--- src/rtl/add8u_err_profiler.sv ---
// add8u_err_profiler
//   Exhaustive error-characterisation engine for one approximate unsigned
//   adder. A sweep presents every (a,b) operand pair once, one pair per
//   cycle. Each DUT sum is compared with the exact sum, and the engine
//   accumulates the total absolute error, the total squared error, the
//   count of erroneous pairs and the worst-case error. It also records the
//   first pair that reached the worst-case error.
//
//   State table:
//     IDLE  | waiting for start; results of the last sweep are held
//     RUN   | presenting one operand pair per cycle
//     DRAIN | LAT cycles flushing the operand delay line; dut_a/dut_b hold
//
// Parameters:
//   W   - operand width of the adder under test
//   LAT - DUT latency in cycles (0..3); 0 means a combinational adder
//
// Ports:
//   clk, rst       - clock and asynchronous active-high reset
//   start          - begin a sweep (sampled only in IDLE)
//   busy, done     - sweep in progress / one-cycle completion pulse
//   dut_a, dut_b   - registered operands driven to the adder under test
//   dut_o          - sum returned by the adder under test
//   err_sum        - sum of |exact - dut_o|
//   err_sq_sum     - sum of (exact - dut_o)^2
//   err_cnt        - number of pairs with a nonzero error
//   wce            - largest |error| seen
//   wce_a, wce_b   - first pair (in sweep order) that reached wce
module add8u_err_profiler #(
  parameter int W   = 8,
  parameter int LAT = 0
) (
  input  logic           clk,
  input  logic           rst,
  input  logic           start,
  output logic           busy,
  output logic           done,
  output logic [W-1:0]   dut_a,
  output logic [W-1:0]   dut_b,
  input  logic [W:0]     dut_o,
  output logic [3*W:0]   err_sum,
  output logic [4*W+1:0] err_sq_sum,
  output logic [2*W:0]   err_cnt,
  output logic [W:0]     wce,
  output logic [W-1:0]   wce_a,
  output logic [W-1:0]   wce_b
);

  typedef enum logic [1:0] {
    ST_IDLE  = 2'd0,
    ST_RUN   = 2'd1,
    ST_DRAIN = 2'd2
  } state_t;

  // The drain down-counter starts at LAT-1 and leaves DRAIN at zero.
  localparam logic [1:0] DRAIN_LOAD = 2'((LAT > 0) ? LAT - 1 : 0);

  state_t state_q, state_d;
  logic [1:0]   drain_q, drain_d;
  logic [2*W-1:0] pair_q, pair_d;  // {a, b}: b is the fast-moving half
  logic         done_q, done_d;
  logic         start_acc;

  logic [3*W:0]   err_sum_q, err_sum_d;
  logic [4*W+1:0] err_sq_q, err_sq_d;
  logic [2*W:0]   err_cnt_q, err_cnt_d;
  logic [W:0]     wce_q, wce_d;
  logic [W-1:0]   wce_a_q, wce_a_d;
  logic [W-1:0]   wce_b_q, wce_b_d;

  // Operands and valid flag aligned with the DUT result currently on dut_o.
  logic [W-1:0] tap_a, tap_b;
  logic         tap_v;

  assign dut_a = pair_q[2*W-1:W];
  assign dut_b = pair_q[W-1:0];

  always_comb begin
    state_d   = state_q;
    drain_d   = drain_q;
    pair_d    = pair_q;
    done_d    = 1'b0;
    start_acc = 1'b0;
    case (state_q)
      ST_IDLE: begin
        if (start) begin
          state_d   = ST_RUN;
          pair_d    = '0;
          start_acc = 1'b1;
        end
      end
      ST_RUN: begin
        if (&pair_q) begin
          // Last pair: hold it on the operand outputs.
          if (LAT == 0) begin
            state_d = ST_IDLE;
            done_d  = 1'b1;
          end else begin
            state_d = ST_DRAIN;
            drain_d = DRAIN_LOAD;
          end
        end else begin
          pair_d = pair_q + (2*W)'(1);
        end
      end
      ST_DRAIN: begin
        if (drain_q == 2'd0) begin
          state_d = ST_IDLE;
          done_d  = 1'b1;
        end else begin
          drain_d = drain_q - 2'd1;
        end
      end
      default: state_d = ST_IDLE;
    endcase
  end

  always_ff @(posedge clk or posedge rst) begin
    if (rst) begin
      state_q <= ST_IDLE;
      drain_q <= 2'd0;
      pair_q  <= '0;
      done_q  <= 1'b0;
    end else begin
      state_q <= state_d;
      drain_q <= drain_d;
      pair_q  <= pair_d;
      done_q  <= done_d;
    end
  end

  assign busy = (state_q != ST_IDLE);
  assign done = done_q;

  // Operand delay line: a pair presented in cycle t reaches the tap in
  // cycle t+LAT, the same cycle the DUT returns its sum.
  if (LAT == 0) begin : g_no_delay
    assign tap_a = dut_a;
    assign tap_b = dut_b;
    assign tap_v = (state_q == ST_RUN);
  end else begin : g_delay
    logic [LAT-1:0][W-1:0] dl_a_q, dl_a_d;
    logic [LAT-1:0][W-1:0] dl_b_q, dl_b_d;
    logic [LAT-1:0]        dl_v_q, dl_v_d;

    always_comb begin
      dl_a_d    = dl_a_q;
      dl_b_d    = dl_b_q;
      dl_v_d    = dl_v_q;
      dl_a_d[0] = dut_a;
      dl_b_d[0] = dut_b;
      dl_v_d[0] = (state_q == ST_RUN);
      for (int i = 1; i < LAT; i++) begin
        dl_a_d[i] = dl_a_q[i-1];
        dl_b_d[i] = dl_b_q[i-1];
        dl_v_d[i] = dl_v_q[i-1];
      end
    end

    always_ff @(posedge clk or posedge rst) begin
      if (rst) begin
        dl_a_q <= '0;
        dl_b_q <= '0;
        dl_v_q <= '0;
      end else begin
        dl_a_q <= dl_a_d;
        dl_b_q <= dl_b_d;
        dl_v_q <= dl_v_d;
      end
    end

    assign tap_a = dl_a_q[LAT-1];
    assign tap_b = dl_b_q[LAT-1];
    assign tap_v = dl_v_q[LAT-1];
  end

  logic [W:0]     exact;
  logic [W:0]     err_abs;
  logic [2*W+1:0] err_sq;

  always_comb begin
    exact = {1'b0, tap_a} + {1'b0, tap_b};
    // |exact - dut_o| computed unsigned, avoiding a signed intermediate.
    if (exact >= dut_o) err_abs = exact - dut_o;
    else                err_abs = dut_o - exact;
    err_sq = (2*W+2)'(err_abs) * (2*W+2)'(err_abs);

    err_sum_d = err_sum_q;
    err_sq_d  = err_sq_q;
    err_cnt_d = err_cnt_q;
    wce_d     = wce_q;
    wce_a_d   = wce_a_q;
    wce_b_d   = wce_b_q;
    if (start_acc) begin
      err_sum_d = '0;
      err_sq_d  = '0;
      err_cnt_d = '0;
      wce_d     = '0;
      wce_a_d   = '0;
      wce_b_d   = '0;
    end else if (tap_v) begin
      err_sum_d = err_sum_q + (3*W+1)'(err_abs);
      err_sq_d  = err_sq_q + (4*W+2)'(err_sq);
      if (err_abs != '0) err_cnt_d = err_cnt_q + (2*W+1)'(1);
      // Strictly greater only, so the first worst pair in sweep order wins.
      if (err_abs > wce_q) begin
        wce_d   = err_abs;
        wce_a_d = tap_a;
        wce_b_d = tap_b;
      end
    end
  end

  always_ff @(posedge clk or posedge rst) begin
    if (rst) begin
      err_sum_q <= '0;
      err_sq_q  <= '0;
      err_cnt_q <= '0;
      wce_q     <= '0;
      wce_a_q   <= '0;
      wce_b_q   <= '0;
    end else begin
      err_sum_q <= err_sum_d;
      err_sq_q  <= err_sq_d;
      err_cnt_q <= err_cnt_d;
      wce_q     <= wce_d;
      wce_a_q   <= wce_a_d;
      wce_b_q   <= wce_b_d;
    end
  end

  assign err_sum    = err_sum_q;
  assign err_sq_sum = err_sq_q;
  assign err_cnt    = err_cnt_q;
  assign wce        = wce_q;
  assign wce_a      = wce_a_q;
  assign wce_b      = wce_b_q;

endmodule
--- config.mk ---
export PLATFORM = sky130hd
export DESIGN_NAME = add8u_err_profiler
export DESIGN_NICKNAME = d
export VERILOG_FILES = /design/src/rtl/add8u_err_profiler.sv
export SDC_FILE = /design/constraint.sdc
export NUM_CORES = 1
export LEC_CHECK = 0
export ABC_CLOCK_PERIOD_IN_PS = 9500
export CAP_MARGIN = 30
export CORE_ASPECT_RATIO = 1.4
export CORE_UTILIZATION = 60
export CTS_CLUSTER_SIZE = 28
export DETAILED_ROUTE_END_ITERATION = 10
export DONT_BUFFER_PORTS = 1
export HOLD_SLACK_MARGIN = 0.08
export PLACE_DENSITY_LB_ADDON = 0.15
export SKIP_CTS_REPAIR_TIMING = 1
export SLEW_MARGIN = 20
export SYNTH_ARGS = -nofsm -noshare
export SYNTH_HDL_FRONTEND = slang
export SYNTH_SLANG_ARGS = --single-unit
--- constraint.sdc ---
create_clock -name clk -period 9.5 [get_ports clk]
set_input_delay 0 -clock clk [delete_from_list [all_inputs] [get_ports clk]]
set_output_delay 0 -clock clk [all_outputs]
set_load 0.01 [all_outputs]
Word-level counts from Yosys, hierarchy flattened. Cells that the tools add are included.

Add/subtract/negate cells: 8. $mul: 1. Div/mod/pow operators: 0. $lt $le $gt $ge: 2. Equality and inequality tests: 6. Shifts and indexed selects: 0. Muxes and demuxes: 29. Bitwise gates (word level): 1. Reductions and logical operators: 14.

Operators with widths (count): $mux 34 (2); $mux 17 (3); $mux 25 (2); $mux 8 (6); $mux 9 (4); $add 34x18->34 (1); $mux 16 (2); $pmux 16 s2 (1); $add 25x9->25 (1); $mul 9x9->18 (1); $sub 9x9->9 (2); $add 17x1->17 const B (1); $add 16x1->16 const B (1); $reduce_and 16->1 (1); $reduce_bool 2->1 (5); $add 8x8->9 (1); $ge 9x9->1 (1); $gt 9x9->1 (1); $reduce_bool 9->1 (1); $mux 2 (3); $ne 2x2->1 const B (3); $pmux 2 s3 (1); $reduce_and 2->1 (3); $reduce_and 3->1 (2); 8 further kinds (12).

Flip-flop bits (word level): 122. Latch bits: 0. Memory bits (writable): 0. ROM bits: 0. Input bits: 12. Output and inout bits: 119. Word-level logic and storage cells: 71. Memories kept: 0.

Logic depth before layout (Yosys ltp). Gate-level depths: netlist of run 1.

Depth after elaboration: 7. Mapped depth: 40. Mapped depth without buffers: 39.

Worst setup path after synthesis of run 1. Ideal clock, no wire load.

Kind: register to register. From: register pair_q[0]. To: register err_sq_q[26], in the netlist err_sq_sum[26]. Setup time: 95 ps. Data arrival time: 8767 ps. Path slack: 638 ps. Cell stages (with the launch flop): 37. Period minus slack after synthesis: 8862 ps. Path through: dfrtp_1 -> ha_1 -> fa_1 -> a21o_1 -> a21oi_1 -> o21bai_1 -> a21oi_1 -> xnor2_1 -> ha_1 -> a211oi_1 -> nor2_1 -> or3_1 -> buf_2 -> or3_1 -> o211a_1 -> o31ai_1 -> nand2_2 -> nor2_1 -> ha_1 -> xnor2_1 -> fa_1 -> inv_1 -> fa_1 -> fa_1 -> inv_1 -> fa_1 -> inv_1 -> ha_1 -> or2_2 -> a21o_1 -> a41o_1 -> a21oi_1 -> o221ai_1 -> nor2b_1 -> a31oi_1 -> o21ai_0 -> o31ai_1.

Word-level cells in the longest chain between the ends: 7. Elaborated cells between the ends (all ways): 9.

Ends and longest elaborated chain: start: declaration (RTL line 60) `logic [2*W-1:0] pair_q, pair_d;`; start signal: assignment (RTL line 127) `pair_q <= pair_d;`; $add 8x8->9 * (RTL line 182) `exact = {1'b0, tap_a} + {1'b0, tap_b};`; $sub 9x9->9 (tied with other cells) (RTL line 185) `else err_abs = dut_o - exact;`; $mux 9 * (RTL line 184) `if (exact >= dut_o) err_abs = exact - dut_o;`; $mul 9x9->18 * (RTL line 186) `err_sq = (2*W+2)'(err_abs) * (2*W+2)'(err_abs);`; $add 34x18->34 * (RTL line 203) `err_sq_d = err_sq_q + (4*W+2)'(err_sq);`; $mux 34 * (RTL line 201) `end else if (tap_v) begin`; $mux 34 * (RTL line 194) `if (start_acc) begin`; end signal: assignment (RTL line 224) `err_sq_q <= err_sq_d;`; end: declaration (RTL line 65) `logic [4*W+1:0] err_sq_q, err_sq_d;`.

Mark *: on every way between the ends. The rest lies on a longest branch, timed or not. The select of a mux whose other input is x is not followed. A chain may end at the register's enable or synchronous reset.

Worst setup path after layout of run 1. Ends and elaborated chain as after synthesis.

==> metrics.log, run 1 <==
[metrics] wire length of the first global-routing pass: 40000 um
[metrics] Clock Tree Root: sky130_fd_sc_hd__clkbuf_16
[metrics] CTS sink cnt: 119
[metrics] status: completed
[metrics] Final Routed Wirelength: 23900 um
[metrics] Post-synth EDFFs: 0
[metrics] CP endpoint kind: flop
[metrics] CTS tree: built
[metrics] clk_lat worst skew: 0.42 ns
[metrics] fmax: 110 MHz
[metrics] Req. time, crit path: 9.83 ns
[metrics] Synth Area in Simple Gates: 16.6%
[metrics] reg-to-reg slack, setup: 0.43 ns
[metrics] core area: 16100 sq um
[metrics] Worst path slowest cell: sky130_fd_sc_hd__or4_4
[metrics] cell count after synthesis: 1139
[metrics] average via count per standard cell: 5.86
[metrics] cell types with the highest counts after synthesis: 176 x sky130_fd_sc_hd__inv_1, 139 x sky130_fd_sc_hd__nand2_1, 119 x sky130_fd_sc_hd__dfrtp_1
[metrics] Netlist cell types: 68
[metrics] count of final setup violators: 0
[metrics] portion of the post-synthesis area used by sequential elements: 30.2%
[metrics] Critical Path AT: 9.40 ns
[metrics] max-slew headroom at the worst pin: 37.0%
[metrics] placer congestion estimate: 0.901
[metrics] Hold Path Class: primary input to flop
[metrics] vertical die dimension: 154 um
[metrics] antenna violations before repair: 0
[metrics] CTS clk-pin slew, worst paths: 0.06 ns
[metrics] initial core utilization: 61.3%
[metrics] post-synthesis register bit count: 119
[metrics] dominant combinational cell family by area after synthesis: adder cells
[metrics] number of violations reported at the end of detailed-routing iteration 0: 393
[metrics] CP most frequent cell: sky130_fd_sc_hd__fa_1
[metrics] n_diodes: 0
[metrics] overall die area: 17000 sq um
[metrics] ANT nets after route: 0
[metrics] fraction of synthesized cell area in xor and xnor cells: 4.79%
[metrics] post-layout net count: 1305
[metrics] synthesized-area fraction occupied by adder cells: 21.3%
[metrics] average cell area after synthesis: 8.67 sq um
[metrics] fraction of synthesized area in multiplexers: 4.17%
[metrics] Boundary Pins: 131
[metrics] max-cap violations: 0
[metrics] detailed-route DRC error count: 0
[metrics] setup tns final: 0 ns
[metrics] Crit Path Category: flop to flop
[metrics] post-route clock skew: 0.0104 ns
[metrics] Hold Violations, Final: 0
[metrics] crit share post-route: 95.5%
[metrics] top cell type's share of synthesized area: 30.2%
[metrics] number of warnings reported in the yosys synthesis log: 0
[metrics] count of pins over their slew limit: 0
[metrics] number of port buffers: 0
[metrics] reg-to-reg startpoint: pair_q[0]$_DFFE_PP0P_
[metrics] total CTS buffers: 17
[metrics] start point of the worst hold path: start
[metrics] Final Core Density: 68.1%
[metrics] router iterations before antenna repair: 5
[metrics] total half-perimeter wirelength after legalization and detailed placement: 17900 um
[metrics] H-tree depth reported by CTS: 4
[metrics] Most used DFF post-synth: sky130_fd_sc_hd__dfrtp_1
[metrics] number of global-route vias before repair: 8044
[metrics] via count: 8020
[metrics] final global-route overflow total: 0
[metrics] worst slew pin tran: 0.943 ns
[metrics] floorplan row count: 55
[metrics] share of cells above drive strength 1: 8.73%
[metrics] CP Launch Type: flop
[metrics] Synthesized Nets: 1288
[metrics] maximum net fanout on the critical path: 5
[metrics] leading cell type by number of instances after synthesis: sky130_fd_sc_hd__inv_1
[metrics] pin count of the biggest net entering global routing: 72
[metrics] global-route usage over all layers: 29.4%
[metrics] post-synth top area cell: sky130_fd_sc_hd__dfrtp_1
[metrics] launching element of the worst setup path: pair_q[0]$_DFFE_PP0P_
[metrics] longest individual stage delay on the worst path: 0.55 ns
[metrics] die width: 110 um
[metrics] cell area after synthesis: 9870 sq um
[metrics] Async SR Flop Fraction: 100%
[metrics] detailed-route wire length per cell: 17.4 um
[metrics] dominant cells by area after synthesis: sky130_fd_sc_hd__dfrtp_1 30%, sky130_fd_sc_hd__ha_1 11%, sky130_fd_sc_hd__fa_1 9.9%
[metrics] area delta synth->final: 11.1%
[metrics] minimum clock period after layout: 9.07 ns
[metrics] Bufs on Longest Clock Path: 2
[metrics] complex-gate fraction of the synthesized area: 14.6%
## metrics by stage
step | cell area, sq um | cells | setup slack, ns | hold WS, ns
CTS | 10800 | 1364 | 0.00180 | -0.451
finish | 11000 | 1368 | 0.431 | 0.0958
detailed placement | 10300 | 1332 | 0.0570 | 0.00129
global placement | 10200 | 1329 | 0.231 | -0.00162
global route | 11000 | 1368 | -0.0218 | 0.124
floorplan | 9870 | 1139 | 0.638 | 0.338
## cells in the final DEF, fill, tap and decap left out, drive strengths merged, types with 4 or more instances in the layout
cell	count
nand2b	7
nor4	8
nor3	11
fa	49
o41ai	4
dfrtp	119
nand2	140
a21o	16
o311ai	5
inv	188
o211ai	16
o21ai	55
mux2i	40
xnor2	46
nor2	81
clkbuf	18
o21bai	6
nand4b	5
a21oi	43
o22ai	13
nor4b	4
or2	5
and2	5
and3	6
nor2b	14
ha	88
nand3	35
o31ai	19
o21a	13
a211oi	6
or4	4
nand4	15
xor2	8
or3	7
buf	34
## critical path, delay by kind of cell (launching register included)
family	cells	cell delay (ns)
adders and majority gates	9	3.73
muxes	1	0.36
DFF	1	0.39
xor gates and xnor gates	1	0.16
AOI/OAI and AO/OA	12	2.00
and+or+nand+nor	11	2.02
buffers and inverters	4	0.30
## routing by layer
metal  wire (um)  vias up  track usage [%]
li1            -     3869                -
met1        9880     3912             35.9
met2       11900      193             50.3
met3        1310       46             6.66
met4         762        0             11.7
met5           0        -                0
## kinds of logic (layout without fill, tap and decap cells)
| kind of cell | count (synthesis) | after routing |
|---|---|---|
| buffers and inverters | 216 | 246 |
| flip-flops | 119 | 119 |
| adder cells (fa/ha/maj) | 139 | 139 |
| multiplexers | 41 | 41 |
| XOR/XNOR | 54 | 54 |
| AND/OR/NAND/NOR | 351 | 351 |
| AO/OA/AOI/OAI | 219 | 219 |
## state kept, by name (all words and copies together) (netlist names)
| signal | count |
|---|---|
| err_sq_sum | 34 |
| err_sum | 25 |
| err_cnt | 17 |
| pair_q | 16 |
| wce | 9 |
| wce_a | 8 |
| wce_b | 8 |
| done | 1 |
| state_q | 1 |
## final timing paths
| check | end | depth (start not counted) |
|---|---|---|
| min in group asynchronous | err_sum[16]$_DFFE_PP0P_ | 2 |
| min | wce[6]$_DFFE_PP0P_ | 3 |
| max | err_sq_sum[26]$_DFFE_PP0P_ | 38 |
| max in group asynchronous | err_sq_sum[10]$_DFFE_PP0P_ | 4 |
| min reg2reg | err_sum[17]$_DFFE_PP0P_ | 1 |
| max reg2reg | err_sq_sum[26]$_DFFE_PP0P_ | 38 |
## final cells by class
type,count,area [sq um]
Clock buffer,18,439
Clock inverter,14,128
Fill cell,1333,5130
Inverter,178,671
Multi-Input combinational cell,804,6180
Sequential cell,119,2980
Tap cell,199,249
Timing Repair Buffer,36,328
Power of run 1 is not shown: default switching activity piles up to over one toggle a cycle in this logic, so the estimate is an artifact.
==> run 2: changes to the inputs <==
- BUFFER_PORTS_ARGS: unset -> -buffer_cell sky130_fd_sc_hd__buf_2
- DONT_BUFFER_PORTS: 1 -> unset
- SETUP_SLACK_MARGIN: unset -> 0.5
==> run 2 against run 1 <==
Core utilization grew 5.6 points. Count of clock-buffer cells in the layout is 1 higher. Via count is 8.9% higher. Critical path type unchanged. Highest routed layer unchanged.
==> metrics.log, run 2 (same netlist as run 1, synthesis figures left out) <==
[metrics] final global-route overflow total: 0 (unchanged)
[metrics] reg-to-reg slack, setup: 0.69 ns (+0.26 ns)
[metrics] Bufs on Longest Clock Path: 2 (unchanged)
[metrics] setup tns final: 0 ns (unchanged)
[metrics] global routing usage on met3: 4.49% (-2.2 points)
[metrics] die width: 110 um (unchanged)
[metrics] leading cell type in the layout, fill and taps excluded: sky130_fd_sc_hd__inv_1
[metrics] n_diodes: 0 (unchanged)
[metrics] longest individual stage delay on the worst path: 0.58 ns (+0.03 ns)
[metrics] start point of the worst hold path: dut_o[0]
[metrics] cell type group with the largest total delay on the critical path: adder cells
[metrics] length in cells of the worst reg-to-reg path: 35 (-7.9%)
[metrics] antenna violations before repair: 0 (unchanged)
[metrics] Req. time, crit path: 9.82 ns (about the same)
[metrics] combined buffer and inverter count along the critical path: 3 (-1)
[metrics] destination of the worst register-to-register timing path: err_sq_sum[26]$_DFFE_PP0P_
[metrics] H-tree depth reported by CTS: 4 (unchanged)
[metrics] post-layout net count: 1436 (+10%)
[metrics] count of pins over their slew limit: 0 (unchanged)
[metrics] setup repair after global routing missed its margin: no
[metrics] share of cells above drive strength 1: 19.9% (+11 points)
[metrics] wire length of the first global-routing pass: 41900 um (+4.6%)
[metrics] Crit Path Category: flop to flop
[metrics] maximum net fanout on the critical path: 4 (-1)
[metrics] router iterations before antenna repair: 5 (unchanged)
[metrics] overall die area: 17000 sq um (unchanged)
[metrics] most congested layer reported by global routing: met2
[metrics] CTS tree: built
[metrics] initial core utilization: 61.3% (unchanged)
[metrics] Worst path slowest cell: sky130_fd_sc_hd__or4_4
[metrics] CTS sink cnt: 119 (unchanged)
[metrics] core area: 16100 sq um (unchanged)
[metrics] floorplan row count: 55 (unchanged)
[metrics] Hold Violations, Final: 0 (unchanged)
[metrics] worst hold path endpoint: wce[0]$_DFFE_PP0P_
[metrics] clk_lat worst skew: 0.42 ns (about the same)
[metrics] reg-to-reg startpoint: pair_q[8]$_DFFE_PP0P_
[metrics] post-route clock skew: 0.00967 ns (-0.000758 ns)
[metrics] Global Route met2 Usage: 53.6% (+3.3 points)
[metrics] CP Launch Type: flop
[metrics] total CTS buffers: 17 (unchanged)
[metrics] minimum clock period after layout: 8.81 ns (-0.260 ns)
[metrics] total half-perimeter wirelength after legalization and detailed placement: 18900 um (+5.1%)
[metrics] crit share post-route: 92.7% (-2.7 points)
[metrics] max-slew headroom at the worst pin: 39.9% (+2.9 points)
[metrics] Final Routed Wirelength: 26100 um (+9.4%)
[metrics] max FFs per register: 34 (unchanged)
[metrics] CP endpoint kind: flop
[metrics] placer congestion estimate: 0.927 (+2.9%)
[metrics] global routing usage on met1: 36.8% (+0.82 points)
[metrics] fill cell total of the finished layout: 1232 (-7.6%)
[metrics] Clock Tree Root: sky130_fd_sc_hd__clkbuf_16
[metrics] most frequent cells in the layout: 175 x sky130_fd_sc_hd__inv_1, 139 x sky130_fd_sc_hd__nand2_1, 130 x sky130_fd_sc_hd__buf_2, 117 x sky130_fd_sc_hd__dfrtp_1, 81 x sky130_fd_sc_hd__ha_1
[metrics] via count: 8735 (+8.9%)
[metrics] count of final setup violators: 0 (unchanged)
[metrics] CTS clk-pin slew, worst paths: 0.06 ns (about the same)
[metrics] detailed-route DRC error count: 0 (unchanged)
[metrics] max-cap violations: 0 (unchanged)
[metrics] pin count of the biggest net entering global routing: 68 (-5.6%)
[metrics] Critical Path AT: 9.13 ns (-0.27 ns)
[metrics] number of global-route vias before repair: 8766 (+9.0%)
[metrics] global-route usage over all layers: 30.6% (+1.2 points)
[metrics] vertical die dimension: 154 um (unchanged)
[metrics] CP most frequent cell: sky130_fd_sc_hd__fa_1
[metrics] detailed-route wire length per cell: 17.4 um (about the same)
[metrics] number of port buffers: 130 (+130)
[metrics] fmax: 114 MHz (+3.0%)
[metrics] ANT nets after route: 0 (unchanged)
[metrics] Boundary Pins: 131 (unchanged)
[metrics] Hold Path Class: primary input to flop
[metrics] area delta synth->final: 20.3%
[metrics] count of cells along the worst hold path: 4 (+1)
[metrics] worst slew pin tran: 0.899 ns (-0.0432 ns)
[metrics] number of violations reported at the end of detailed-routing iteration 0: 547 (+39%)
[metrics] status: completed
[metrics] average via count per standard cell: 5.83 (-0.54%)
run 2: stage by stage:
step	std cells	setup WS (ns)	hold WS (ns)	util (%)	area, sq um
global placement	1453	0.211	0.230	67.1	10800
CTS	1485	0.000789	-0.205	71.1	11400
finish	1498	0.691	0.376	73.8	11900
floorplan	1139	0.638	0.338	-	9870
global route	1498	0.363	0.414	73.8	11900
detailed placement	1454	0.0139	0.246	67.3	10800
run 2: tightest hold or removal path, stage by stage:
cell and delay (ns):
sky130_fd_sc_hd__buf_2 0.12, sky130_fd_sc_hd__inv_1 0.08, sky130_fd_sc_hd__ha_1 0.42, sky130_fd_sc_hd__mux2i_1 0.13
run 2: layout make-up:
| cell class | instances | area [sq um] | area share, % |
|---|---|---|---|
| clock buffers | 19 | 443 | 3.73 |
| multi-input cells | 805 | 6400 | 53.9 |
| inverters | 178 | 671 | 5.65 |
| clock inverters | 12 | 166 | 1.40 |
| flip-flops and latches | 119 | 2980 | 25.1 |
| repair buffers | 166 | 972 | 8.18 |
| well taps | 199 | 249 | 2.10 |
run 2: worst max path at each step:
stage	from	to	slack (ns)	depth (start not counted)
after global routing	pair_q[8]$_DFFE_PP0P_	err_sq_sum[23]$_DFFE_PP0P_	0.36	33
after detailed placement	pair_q[8]$_DFFE_PP0P_	err_sq_sum[26]$_DFFE_PP0P_	0.01	37
after floorplan	pair_q[0]$_DFFE_PP0P_	err_sq_sum[26]$_DFFE_PP0P_	0.64	36
final	pair_q[8]$_DFFE_PP0P_	err_sq_sum[26]$_DFFE_PP0P_	0.69	35
after CTS	pair_q[8]$_DFFE_PP0P_	err_sq_sum[26]$_DFFE_PP0P_	0.0008	37
after global placement	pair_q[8]$_DFFE_PP0P_	err_sq_sum[26]$_DFFE_PP0P_	0.21	37
run 2: per-layer routing:
metal  up-vias  share of wire (%)
met5         -                  0
met3        66                4.8
met1      4235                 40
met4         0                3.5
li1       4147                  -
met2       287                 52
Power of run 2 is left out for the same reason.
==> run 3: changes to the inputs <==
--- a/config.mk
+++ b/config.mk
@@ -7,3 +7,4 @@
 export LEC_CHECK = 0
-export ABC_CLOCK_PERIOD_IN_PS = 9500
+export ABC_AREA = 1
+export ABC_CLOCK_PERIOD_IN_PS = 10350
 export BUFFER_PORTS_ARGS = -buffer_cell sky130_fd_sc_hd__buf_2
==> constraint.sdc (replaced) <==
create_clock -name clk -period 10.35 [get_ports clk]
set_input_delay 1.035 -clock clk [delete_from_list [all_inputs] [get_ports clk]]
set_output_delay 1.035 -clock clk [all_outputs]
set_load 0.01 [all_outputs]
==> run 3 against run 2 <==
The flow now finishes with violations (DRC). Worst hold slack gained 0.13 ns. Fmax grew 0.71%. Register-to-register slack gained 0.91 ns. Synthesized area grew 3.0%. Worst setup slack gained 0.91 ns. Sequential cell count is the same. Critical path depth grew 7. Non-clock buffer count shrank 31. Global-route usage grew 0.55 points. Synthesized cell count grew 18%. Routed wire length shrank 0.71%.
==> metrics.log, run 3 <==
[metrics] cell types with the highest counts after synthesis: 256 x sky130_fd_sc_hd__inv_1, 247 x sky130_fd_sc_hd__nand2_1, 119 x sky130_fd_sc_hd__dfrtp_1, 119 x sky130_fd_sc_hd__nor2_1, 104 x sky130_fd_sc_hd__nand3_1
[metrics] count of pins over their slew limit: 0 (unchanged)
[metrics] Hold Path Class: flop to flop
[metrics] cell area after synthesis: 10200 sq um (+3.0%)
[metrics] Synthesized Nets: 1498 (+16%)
[metrics] total half-perimeter wirelength after legalization and detailed placement: 19400 um (+3.0%)
[metrics] Boundary Pins: 131 (unchanged)
[metrics] average via count per standard cell: 5.60 (-4.0%)
[metrics] Async SR Flop Fraction: 100% (unchanged)
[metrics] CP endpoint kind: flop
[metrics] post-route clock skew: 0.00689 ns (-0.00277 ns)
[metrics] setup tns final: 0 ns (unchanged)
[metrics] status: finished with violations
[metrics] Design Area, Final: 11700 sq um (-1.9%)
[metrics] final global-route overflow total: 0 (unchanged)
[metrics] setup repair after global routing missed its margin: no
[metrics] minimum clock period after layout: 8.75 ns (-0.0619 ns)
[metrics] fill cell total of the finished layout: 1395 (+13%)
[metrics] CP Launch Type: flop
[metrics] CP most frequent cell: sky130_fd_sc_hd__inv_1
[metrics] longest individual stage delay on the worst path: 0.59 ns (about the same)
[metrics] core area: 16400 sq um (+1.7%)
[metrics] post-synth top area cell: sky130_fd_sc_hd__dfrtp_1
[metrics] count of final setup violators: 0 (unchanged)
[metrics] via count: 9441 (+8.1%)
[metrics] global-route usage over all layers: 31.2% (+0.55 points)
[metrics] total CTS buffers: 17 (unchanged)
[metrics] maximum net fanout on the critical path: 10 (+6)
[metrics] initial core utilization: 62.1% (+0.78 points)
[metrics] CTS clk-pin slew, worst paths: 0.06 ns (about the same)
[metrics] pin count of the biggest net entering global routing: 72 (+5.9%)
[metrics] placer congestion estimate: 0.948 (+2.2%)
[metrics] number of global-route vias before repair: 9363 (+6.8%)
[metrics] Req. time, crit path: 10.64 ns (+0.82 ns)
[metrics] die width: 112 um (+1.5%)
[metrics] Hold Violations, Final: 0 (unchanged)
[metrics] clk_lat worst skew: 0.42 ns (about the same)
[metrics] Post-synth EDFFs: 0 (unchanged)
[metrics] fmax: 114 MHz (+0.71%)
[metrics] floorplan row count: 55 (unchanged)
[metrics] number of violations reported at the end of detailed-routing iteration 0: 555 (+1.5%)
[metrics] detailed-route DRC error count: 1 (+1)
[metrics] average cell area after synthesis: 7.54 sq um (-13%)
[metrics] cell area reported after detailed placement: 11000 sq um (+1.4%)
[metrics] CTS sink cnt: 119 (unchanged)
[metrics] max-cap violations: 0 (unchanged)
[metrics] dominant cells by area after synthesis: sky130_fd_sc_hd__dfrtp_1 29%, sky130_fd_sc_hd__ha_1 11%, sky130_fd_sc_hd__fa_1 9.6%
[metrics] number of warnings reported in the yosys synthesis log: 0 (unchanged)
[metrics] n_diodes: 0 (unchanged)
[metrics] most frequent cells in the layout: 255 x sky130_fd_sc_hd__inv_1, 246 x sky130_fd_sc_hd__nand2_1, 130 x sky130_fd_sc_hd__buf_2, 119 x sky130_fd_sc_hd__nor2_1, 118 x sky130_fd_sc_hd__dfrtp_1
[metrics] overall die area: 17500 sq um (+3.0%)
[metrics] failing checks: DRC
[metrics] leading cell type by number of instances after synthesis: sky130_fd_sc_hd__inv_1
[metrics] ANT nets after route: 0 (unchanged)
[metrics] CTS tree: built
[metrics] Crit Path Category: flop to flop
[metrics] crit share post-route: 84.5% (-8.2 points)
[metrics] Bufs on Longest Clock Path: 2 (unchanged)
[metrics] max-slew headroom at the worst pin: 46.3% (+6.4 points)
[metrics] router iterations before antenna repair: 11 (+6)
[metrics] max FFs per register: 34 (unchanged)
[metrics] antenna violations before repair: 0 (unchanged)
[metrics] Clock Tree Root: sky130_fd_sc_hd__clkbuf_16
[metrics] worst slew pin tran: 0.803 ns (-0.0965 ns)
[metrics] detailed-route wire length per cell: 15.4 um (-12%)
[metrics] number of port buffers: 130 (unchanged)
[metrics] Worst path slowest cell: sky130_fd_sc_hd__fa_1
[metrics] area delta synth->final: 14.7%
[metrics] Netlist cell types: 51 (-25%)
[metrics] post-layout net count: 1624 (+13%)
[metrics] cell count after synthesis: 1349 (+18%)
[metrics] top cell type's share of synthesized area: 29.3% (-0.88 points)
[metrics] share of cells above drive strength 1: 14.2% (-5.7 points)
[metrics] H-tree depth reported by CTS: 4 (unchanged)
[metrics] vertical die dimension: 156 um (+1.5%)
[metrics] Most used DFF post-synth: sky130_fd_sc_hd__dfrtp_1
[metrics] portion of the post-synthesis area used by sequential elements: 29.3% (-0.88 points)
[metrics] Critical Path AT: 9.04 ns (-0.09 ns)
[metrics] post-synthesis register bit count: 119 (unchanged)
[metrics] tightest hold margin: 0.503 ns (+0.127 ns)
[metrics] leading cell type in the layout, fill and taps excluded: sky130_fd_sc_hd__inv_1
[metrics] Final Routed Wirelength: 25900 um (-0.71%)
[metrics] wire length of the first global-routing pass: 43400 um (+3.7%)
run 3: cell type report:
class	instances	area, sq um	area share [%]
Timing Repair Buffer	135	688	5.90
Tap cell	199	249	2.14
Inverter	262	991	8.50
Sequential cell	119	2980	25.6
Clock buffer	21	450	3.86
Multi-Input combinational cell	940	6080	52.2
Clock inverter	11	219	1.88
run 3: layer usage:
metal	track usage, %	routed length (um)	vias to the layer above	part of all wire [%]
met3	5.44	1370	62	5.3
li1	-	-	4582	-
met5	0	0	-	0
met2	55.4	13400	315	52
met4	13.4	803	0	3.1
met1	37.1	10400	4482	40
run 3: logic make-up after synthesis:
| logic type | synth area share (%) |
|---|---|
| AND/OR/NAND/NOR | 24.5 |
| buffers and inverters | 11.1 |
| AO/OA/AOI/OAI | 11.9 |
| adder cells (fa/ha/maj) | 20.5 |
| flip-flops | 29.3 |
| XOR/XNOR | 2.74 |
run 3: per-stage QoR:
step	setup slack (ns)	cells	utilization (%)
global placement	1.92	1655	67.1
CTS	1.60	1687	71.2
global route	0.761	1687	71.2
floorplan	2.45	1349	-
finish	1.60	1687	71.2
detailed placement	1.62	1655	67.1
run 3: final timing paths:
kind / startpoint / to / slack (ns) / depth (start not counted)
max: pair_q[8]$_DFFE_PP0P_ / err_sq_sum[28]$_DFFE_PP0P_ / 1.60 / 42
min in group asynchronous: rst / err_sum[22]$_DFFE_PP0P_ / 0.76 / 2
max reg2reg: pair_q[8]$_DFFE_PP0P_ / err_sq_sum[28]$_DFFE_PP0P_ / 1.60 / 42
min: wce_a[6]$_DFFE_PP0P_ / wce_a[6]$_DFFE_PP0P_ / 0.50 / 2
max in group asynchronous: rst / err_sq_sum[14]$_DFFE_PP0P_ / 8.28 / 3
min reg2reg: wce_a[6]$_DFFE_PP0P_ / wce_a[6]$_DFFE_PP0P_ / 0.50 / 2
run 3: critical path, delay by kind of cell (launching register included):
family | cells | cell delay (ns)
compound gates | 7 | 1.21
xor+xnor | 1 | 0.22
buf+inv | 10 | 0.72
flops | 1 | 0.45
simple gates | 15 | 2.01
fa+ha+maj | 9 | 3.98
Power of run 3 is left out for the same reason.
